===== config.mk =====
export PLATFORM = sky130hd
export DESIGN_NAME = bcd_seg_scan_flat
export DESIGN_NICKNAME = d
export VERILOG_FILES = /design/src/rtl/bcd_seg_pkg.sv /design/src/rtl/bcd_seg_scan_if.sv /design/src/rtl/bcd_to_seg7.sv /design/src/rtl/bcd_seg_scan.sv /design/src/flat_wrapper.sv
export SDC_FILE = /design/constraint.sdc
export NUM_CORES = 1
export LEC_CHECK = 0
export CAP_MARGIN = 20
export CORE_ASPECT_RATIO = 1.4
export CORE_UTILIZATION = 57
export DETAILED_ROUTE_END_ITERATION = 12
export PLACE_DENSITY = 0.84
export SLEW_MARGIN = 20
export SYNTH_ARGS = -nofsm -noshare
export SYNTH_HDL_FRONTEND = slang
export SYNTH_HIERARCHICAL = 1
export SYNTH_SLANG_ARGS = --single-unit
export TNS_END_PERCENT = 100

===== constraint.sdc =====
create_clock -name clk -period 5.2 [get_ports clk]
set_input_delay 1.04 -clock clk [delete_from_list [all_inputs] [get_ports clk]]
set_output_delay 1.04 -clock clk [all_outputs]
set_load 0.05 [all_outputs]

===== src/rtl/bcd_seg_pkg.sv =====
`default_nettype none
// ============================================================================
// Module   : bcd_seg_pkg (package)
// Purpose  : Shared constants for the multiplexed 7-segment scanner:
//            segment codes for BCD 0-9 and the dash, segment bit indices,
//            the all-off pattern and the a-to-g mask.
// Ports    : none (package)
// Revision : 1.0 - initial release
// ============================================================================
package bcd_seg_pkg;

  // Active-high segment vector: bit 0 = a ... bit 6 = g, bit 7 = dp
  typedef logic [7:0] seg_t;

  localparam int SEG_A  = 0;
  localparam int SEG_B  = 1;
  localparam int SEG_C  = 2;
  localparam int SEG_D  = 3;
  localparam int SEG_E  = 4;
  localparam int SEG_F  = 5;
  localparam int SEG_G  = 6;
  localparam int SEG_DP = 7;

  localparam seg_t SEG_CODE_0 = 8'h3F;
  localparam seg_t SEG_CODE_1 = 8'h06;
  localparam seg_t SEG_CODE_2 = 8'h5B;
  localparam seg_t SEG_CODE_3 = 8'h4F;
  localparam seg_t SEG_CODE_4 = 8'h66;
  localparam seg_t SEG_CODE_5 = 8'h6D;
  localparam seg_t SEG_CODE_6 = 8'h7D;
  localparam seg_t SEG_CODE_7 = 8'h07;
  localparam seg_t SEG_CODE_8 = 8'h7F;
  localparam seg_t SEG_CODE_9 = 8'h6F;
  localparam seg_t SEG_DASH   = 8'h40;

  localparam seg_t SEG_OFF     = 8'h00;
  localparam seg_t SEG_AG_MASK = 8'h7F;

endpackage : bcd_seg_pkg
`default_nettype wire


===== src/rtl/bcd_seg_scan_if.sv =====
`default_nettype none
// ============================================================================
// Module   : bcd_seg_scan_if (interface)
// Purpose  : Data/display bundle between the count-latch logic (master) and
//            the display scanner (slave).
// Signals  : load_i  - one-cycle capture strobe for bcd_i/dp_i
//            bcd_i   - packed BCD digits, digit 0 in bits [3:0]
//            dp_i    - decimal point per digit
//            seg_o   - segment bus (a..g, dp), polarity already applied
//            dig_o   - one-hot digit enable, polarity already applied
//            frame_o - one-cycle pulse at the end of a full scan
// Revision : 1.0 - initial release
// ============================================================================
interface bcd_seg_scan_if
  import bcd_seg_pkg::*;
#(
  parameter int DIG_WIDTH = 8
);
  logic                   load_i;
  logic [DIG_WIDTH*4-1:0] bcd_i;
  logic [DIG_WIDTH-1:0]   dp_i;
  seg_t                   seg_o;
  logic [DIG_WIDTH-1:0]   dig_o;
  logic                   frame_o;

  modport master (
    output load_i, bcd_i, dp_i,
    input  seg_o, dig_o, frame_o
  );

  modport slave (
    input  load_i, bcd_i, dp_i,
    output seg_o, dig_o, frame_o
  );
endinterface : bcd_seg_scan_if
`default_nettype wire


===== src/rtl/bcd_to_seg7.sv =====
`default_nettype none
// ============================================================================
// Module   : bcd_to_seg7
// Purpose  : Combinational BCD-to-7-segment decoder, active-high output.
//            Values 10-15 show a dash; dp passes straight to bit 7.
// Ports    : bcd [3:0] in  - digit value
//            dp        in  - decimal point
//            seg [7:0] out - a..g in bits 0..6, dp in bit 7
// Revision : 1.0 - initial release
// ============================================================================
module bcd_to_seg7
  import bcd_seg_pkg::*;
(
  input  logic [3:0] bcd,
  input  logic       dp,
  output seg_t       seg
);

  always_comb begin
    seg = SEG_OFF;
    case (bcd)
      4'd0:    seg = SEG_CODE_0;
      4'd1:    seg = SEG_CODE_1;
      4'd2:    seg = SEG_CODE_2;
      4'd3:    seg = SEG_CODE_3;
      4'd4:    seg = SEG_CODE_4;
      4'd5:    seg = SEG_CODE_5;
      4'd6:    seg = SEG_CODE_6;
      4'd7:    seg = SEG_CODE_7;
      4'd8:    seg = SEG_CODE_8;
      4'd9:    seg = SEG_CODE_9;
      default: seg = SEG_DASH;
    endcase
    seg[SEG_DP] = dp;
  end

endmodule : bcd_to_seg7
`default_nettype wire


===== src/rtl/bcd_seg_scan.sv =====
`default_nettype none
// ============================================================================
// Module   : bcd_seg_scan
// Purpose  : Multiplexed 7-segment display scanner. Holds a tear-free
//            snapshot of the BCD digit vector (updated only at the frame
//            boundary) and time-multiplexes it onto one segment bus with
//            one-hot digit enables and a short blanking gap per slot.
// Ports    : clk           in  - single rising-edge clock
//            rst           in  - asynchronous active-high reset
//            bus (slave)       - load_i/bcd_i/dp_i in, seg_o/dig_o/frame_o out
// Options  : BCD_SCAN_LZB_EN - when defined, leading zeros are blanked
// Revision : 1.0 - initial release
// ============================================================================
module bcd_seg_scan
  import bcd_seg_pkg::*;
#(
  parameter int DIG_WIDTH      = 8,
  parameter int SCAN_DIV       = 50000,
  parameter int BLANK_CYC      = 4,
  parameter int SEG_ACTIVE_LOW = 1,
  parameter int COM_ACTIVE_LOW = 1
)(
  input  logic          clk,
  input  logic          rst,
  bcd_seg_scan_if.slave bus
);

  localparam int PCNT_W = (SCAN_DIV > 1) ? $clog2(SCAN_DIV) : 1;
  localparam int IDX_W  = (DIG_WIDTH > 1) ? $clog2(DIG_WIDTH) : 1;

  localparam logic [PCNT_W-1:0] PCNT_LAST  = PCNT_W'(SCAN_DIV - 1);
  localparam logic [PCNT_W-1:0] PCNT_BLANK = PCNT_W'(BLANK_CYC);
  localparam logic [IDX_W-1:0]  IDX_LAST   = IDX_W'(DIG_WIDTH - 1);

  // XOR masks that turn the active-high internal view into pin polarity
  localparam seg_t                 SEG_POL = (SEG_ACTIVE_LOW != 0) ? 8'hFF : 8'h00;
  localparam logic [DIG_WIDTH-1:0] DIG_POL = (COM_ACTIVE_LOW != 0) ?
                                             {DIG_WIDTH{1'b1}} : {DIG_WIDTH{1'b0}};

  logic [PCNT_W-1:0]      pcnt;
  logic [IDX_W-1:0]       idx;
  logic                   frame_end;

  logic [DIG_WIDTH*4-1:0] pend_bcd;
  logic [DIG_WIDTH-1:0]   pend_dp;
  logic                   pend_v;
  logic [DIG_WIDTH*4-1:0] disp_bcd;
  logic [DIG_WIDTH-1:0]   disp_dp;

  logic [3:0]             cur_bcd;
  logic                   cur_dp;
  seg_t                   cur_seg;
  seg_t                   slot_seg;
  logic [DIG_WIDTH-1:0]   slot_dig;

  assign frame_end = (pcnt == PCNT_LAST) && (idx == IDX_LAST);

  // --------------------------------------------------------------------------
  // Prescaler and digit index
  // --------------------------------------------------------------------------
  always_ff @(posedge clk or posedge rst) begin
    if (rst) begin
      pcnt <= '0;
      idx  <= '0;
    end else if (pcnt == PCNT_LAST) begin
      pcnt <= '0;
      idx  <= (idx == IDX_LAST) ? '0 : idx + 1'b1;
    end else begin
      pcnt <= pcnt + 1'b1;
    end
  end

  // --------------------------------------------------------------------------
  // Pending / display registers. The display only changes at the frame
  // boundary; a load landing exactly on the boundary bypasses the pending
  // register so it is not delayed by a whole frame.
  // --------------------------------------------------------------------------
  always_ff @(posedge clk or posedge rst) begin
    if (rst) begin
      pend_bcd <= '0;
      pend_dp  <= '0;
      pend_v   <= 1'b0;
      disp_bcd <= '0;
      disp_dp  <= '0;
    end else if (frame_end) begin
      if (bus.load_i) begin
        disp_bcd <= bus.bcd_i;
        disp_dp  <= bus.dp_i;
      end else if (pend_v) begin
        disp_bcd <= pend_bcd;
        disp_dp  <= pend_dp;
      end
      pend_v <= 1'b0;
    end else if (bus.load_i) begin
      pend_bcd <= bus.bcd_i;
      pend_dp  <= bus.dp_i;
      pend_v   <= 1'b1;
    end
  end

  // --------------------------------------------------------------------------
  // Digit mux and the single shared decoder
  // --------------------------------------------------------------------------
  always_comb begin
    cur_bcd = 4'd0;
    cur_dp  = 1'b0;
    for (int i = 0; i < DIG_WIDTH; i++) begin
      if (idx == IDX_W'(i)) begin
        cur_bcd = disp_bcd[i*4 +: 4];
        cur_dp  = disp_dp[i];
      end
    end
  end

  bcd_to_seg7 u_dec (
    .bcd (cur_bcd),
    .dp  (cur_dp),
    .seg (cur_seg)
  );

`ifdef BCD_SCAN_LZB_EN
  // blank[i] is set while every digit from the MSB down to i is zero with
  // no dp; digit 0 is never blanked.
  logic [DIG_WIDTH-1:0] blank;

  always_comb begin : lzb_mask
    logic run;
    run   = 1'b1;
    blank = '0;
    for (int i = DIG_WIDTH - 1; i >= 1; i--) begin
      run      = run && (disp_bcd[i*4 +: 4] == 4'd0) && !disp_dp[i];
      blank[i] = run;
    end
  end

  always_comb begin
    slot_seg = cur_seg;
    for (int i = 0; i < DIG_WIDTH; i++) begin
      if ((idx == IDX_W'(i)) && blank[i]) begin
        slot_seg = cur_seg & ~SEG_AG_MASK;
      end
    end
  end
`else
  assign slot_seg = cur_seg;
`endif

  // Enable stays off for the first BLANK_CYC cycles of each slot so the
  // segment bus settles before the new digit lights.
  assign slot_dig = (pcnt >= PCNT_BLANK) ? (DIG_WIDTH'(1) << idx) : '0;

  // --------------------------------------------------------------------------
  // Output registers with polarity applied
  // --------------------------------------------------------------------------
  always_ff @(posedge clk or posedge rst) begin
    if (rst) begin
      bus.seg_o   <= SEG_OFF ^ SEG_POL;
      bus.dig_o   <= DIG_POL;
      bus.frame_o <= 1'b0;
    end else begin
      bus.seg_o   <= slot_seg ^ SEG_POL;
      bus.dig_o   <= slot_dig ^ DIG_POL;
      bus.frame_o <= frame_end;
    end
  end

endmodule : bcd_seg_scan
`default_nettype wire


===== src/flat_wrapper.sv =====
// flat-port wrapper written by rule: the top's interface ports become plain ports
module bcd_seg_scan_flat import bcd_seg_pkg::*;
#(
  parameter int DIG_WIDTH      = 8,
  parameter int SCAN_DIV       = 50000,
  parameter int BLANK_CYC      = 4,
  parameter int SEG_ACTIVE_LOW = 1,
  parameter int COM_ACTIVE_LOW = 1
)
  (clk, rst, bus_load_i, bus_bcd_i, bus_dp_i, bus_seg_o, bus_dig_o, bus_frame_o);
  bcd_seg_scan_if #(.DIG_WIDTH(DIG_WIDTH)) bus_i ();
  input  logic clk;
  input  logic rst;
  input wire logic [$bits(bus_i.load_i)-1:0] bus_load_i;
  input wire logic [$bits(bus_i.bcd_i)-1:0] bus_bcd_i;
  input wire logic [$bits(bus_i.dp_i)-1:0] bus_dp_i;
  output wire logic [$bits(bus_i.seg_o)-1:0] bus_seg_o;
  output wire logic [$bits(bus_i.dig_o)-1:0] bus_dig_o;
  output wire logic [$bits(bus_i.frame_o)-1:0] bus_frame_o;
  assign bus_i.load_i = bus_load_i;
  assign bus_i.bcd_i = bus_bcd_i;
  assign bus_i.dp_i = bus_dp_i;
  assign bus_seg_o = bus_i.seg_o;
  assign bus_dig_o = bus_i.dig_o;
  assign bus_frame_o = bus_i.frame_o;
  bcd_seg_scan #(.DIG_WIDTH(DIG_WIDTH), .SCAN_DIV(SCAN_DIV), .BLANK_CYC(BLANK_CYC), .SEG_ACTIVE_LOW(SEG_ACTIVE_LOW), .COM_ACTIVE_LOW(COM_ACTIVE_LOW)) u_core (.clk(clk), .rst(rst), .bus(bus_i));
endmodule

==> results_dict.tcl <==
set metrics [dict create \
    die_h_um 120 \
    clock_path_buffers 2 \
    worst_hold_slack_ns 0.491 \
    p_sw_frac 0.204 \
    pre_cts_slack_ns 1.69 \
    drt_iter0_drc 381 \
    wire_per_inst_um 16.7 \
    diodes 0 \
    max_freq_mhz 277 \
    grt_pass1_wl_um 19700 \
    syn_nets 574 \
    cts_setup_buffers 0 \
    drive_gt1_frac 0.154 \
    dr_total_vias 4089 \
    ys_ff_latch 117 \
    synth_edf_count 0 \
    clock-sinks 117 \
    p_seq_frac 0.409 \
    grt_usage 0.250 \
    tritoncts "built" \
    powerDensity_nw_per_um2 340 \
    synthTopCellsByArea "dfrtp_1, dfstp_2, mux2i_1, mux2_2, o21ai_0" \
    ir_drop_uv 247 \
    die_area_um2 10300 \
    maxCapViolations 0 \
    slowest_stage "o21ai_0" \
    wirelength_um 11900 \
    numCtsBuffers 17 \
    crit_top_cell "inv_1" \
    rsz0062_at_grt "no" \
    yosysWarnings 6 \
    antenna_left 0 \
    pwr-share-comb 0.056 \
    grt_pass1_vias 4213 \
    dieWidth_um 86.2 \
    crit_path_end_kind "register" \
    yosys.cell_count.top_type "dfrtp_1" \
    finClkSkew_ns 0.00718 \
    synthArstFlopShare 1.00 \
    numPortBuffers 59 \
    p_total_mw 2.34 \
    switching_power_mw 0.478 \
    post_cts_resized 0 \
    pin_count 60 \
    hold_buffers 0 \
    p_clk_frac 0.534 \
    internal-power_mw 1.86 \
    worst_pin_slew_ns 1.05 \
    startpoint_type "register" \
    antenna_found_initial 0 \
    netlist_instances 517 \
    hpwl_um 7620 \
    critPathMaxFanout 15 \
    overflow 0 \
    cp_top_family "compound AO/OA/AOI/OAI gates" \
    fin_tns_setup_ns 0 \
    synth_common_cells "dfrtp_1, o21ai_0, mux2i_1, o21ai_1, mux2_2" \
    hold_violations 0 \
    yosysSeqAreaShare 0.521 \
    leakagePower_nw 3.03 \
    postPlaceCellArea_um2 6240 \
    start_util 0.592 \
    gp_congestion 0.897 \
    viasPerCell 5.75 \
    netlist_area_um2 5660 \
    synth_area_leader_cell "dfrtp_1" \
    period_minus_slack_ns 3.61 \
    post-route-period-util 0.694 \
    synthFlopType "dfrtp_1" \
    grt_max_degree 86 \
    area_delta_synth_final_pct 21.7 \
    critPathRequiredTime_ns 5.53 \
    clk_pin_slew_ns 0.05 \
    fp-row-count 42 \
    nets 623 \
    yosysTopAreaCellShare 0.447 \
    hp-class "reg -> reg" \
    final_area_um2 6890 \
    fin_util 0.720 \
    slowest_delay_ns 0.67 \
    layout_setup_ws_ns 1.59 \
    place_inst 679 \
    setup_violations 0 \
    root_buffer "clkbuf_16" \
    status "complete, no violations" \
    setup.worst_path.class "reg -> reg" \
    core_um2 9560 \
    drv_slew 0 \
    critPathBufInv 3 \
    h-tree-depth 4 \
    cp_cell_sequence "inv_1 > ha_1 > a21boi_0 > a22o_1 > a21oi_1 > o21ai_0 > inv_1 > ha_1 > mux2_4 > o22ai_1 > inv_1" \
    worstPathArrival_ns 3.94 \
    relSlewSlack 0.293 \
    first_pass_iters 7 \
    fin_cells 711 \
    postSynthAreaPerCell_um2 10.9 \
    drc_errors 0 \
    clock_latency_ns 0.41 \
    synthDistinctLibCells 45 \
]
registers in the layout, indices dropped and copies added (netlist names):
name                count
u_core/bus.dig_o        8
u_core/bus.frame_o      1
u_core/bus.seg_o        8
u_core/disp_bcd        32
u_core/disp_dp          8
u_core/idx              3
u_core/pcnt            16
u_core/pend_bcd        32
u_core/pend_dp          8
u_core/pend_v           1
power groups by stage:
stage | Clock, mW | Sequential (mW) | Combinational (mW)
final | 1.25 | 0.959 | 0.132
after global routing | 1.31 | 0.961 | 0.146
after CTS | 1.27 | 0.958 | 0.135
after detailed placement | 0 | 0.973 | 0.134
after global placement | 0 | 0.971 | 0.130
after floorplan | 0 | 0.969 | 0.0825
cell usage in the layout, fill, tap and decap left out, types with 3 or more instances in the layout:
cell,synthesis,routed
a21oi_1,21,21
a22o_1,5,5
and4_1,3,3
buf_4,1,4
bufinv_16,0,5
clkbuf_16,0,17
clkdlybuf4s50_1,0,58
clkinv_2,0,3
clkinv_4,0,3
dfrtp_1,101,101
dfstp_2,16,16
ha_1,14,14
inv_1,28,27
mux2_1,10,10
mux2_2,30,30
mux2i_1,41,41
nand2_1,21,21
nand2b_1,5,5
nand3_1,16,16
nand4_1,3,3
nor2_1,23,23
nor3_1,5,5
nor4_1,5,5
o211ai_1,4,4
o21ai_0,56,55
o21ai_1,40,40
o22ai_1,4,4
xnor2_1,4,4
xor2_1,8,8
final timing paths:
kind                       depth (start not counted)  slack (ns)                       endpoint                           from
setup / recovery                                  11        1.59  u_core/bus.seg_o[0]$_DFF_PP1_      u_core/idx[2]$_DFFE_PP0N_
hold / removal                                     1        0.49  u_core/pend_dp[3]$_DFFE_PP0P_  u_core/pend_dp[3]$_DFFE_PP0P_
setup reg to reg                                  11        1.59  u_core/bus.seg_o[0]$_DFF_PP1_      u_core/idx[2]$_DFFE_PP0N_
hold reg to reg                                    1        0.49  u_core/pend_dp[3]$_DFFE_PP0P_  u_core/pend_dp[3]$_DFFE_PP0P_
max in group asynchronous                          3        3.14  u_core/bus.seg_o[5]$_DFF_PP1_                            rst
min in group asynchronous                          2        1.15      u_core/pcnt[10]$_DFF_PP0_                            rst
cell type report:
type / instances / area (µm²)
Sequential cell: 117 / 2950
Inverter: 28 / 110
Timing Repair Buffer: 63 / 616
Clock inverter: 13 / 206
Multi-Input combinational cell: 339 / 2410
Tap cell: 132 / 165
Clock buffer: 19 / 433
Fill cell: 683 / 2680
metal layers:
layer / global-route usage / vias up / part of all wire
met1: 0.280 / 1997 / 0.39
li1: - / 1912 / -
met3: 0.0585 / 39 / 0.043
met4: 0.129 / 0 / 0.031
met5: 0 / - / 0
met2: 0.438 / 141 / 0.54
worst register-to-register path, delay by kind of cell, from the launching register on:
family,cells,cell delay [ns]
AOI/OAI and AO/OA,5,1.52
buffers and inverters,3,0.61
DFF,1,0.53
adders and majority gates,2,0.59
muxes,1,0.27
logic make-up after synthesis:
group           count (synthesis)  synth area share
compound gates                137             0.132
fa+ha+maj                      14            0.0310
simple gates                   94            0.0882
mux                            82             0.155
xor+xnor                       12            0.0186
flops                         117             0.521
buf+inv                        61            0.0544
Note: power is estimated with default switching activity, not from simulation.
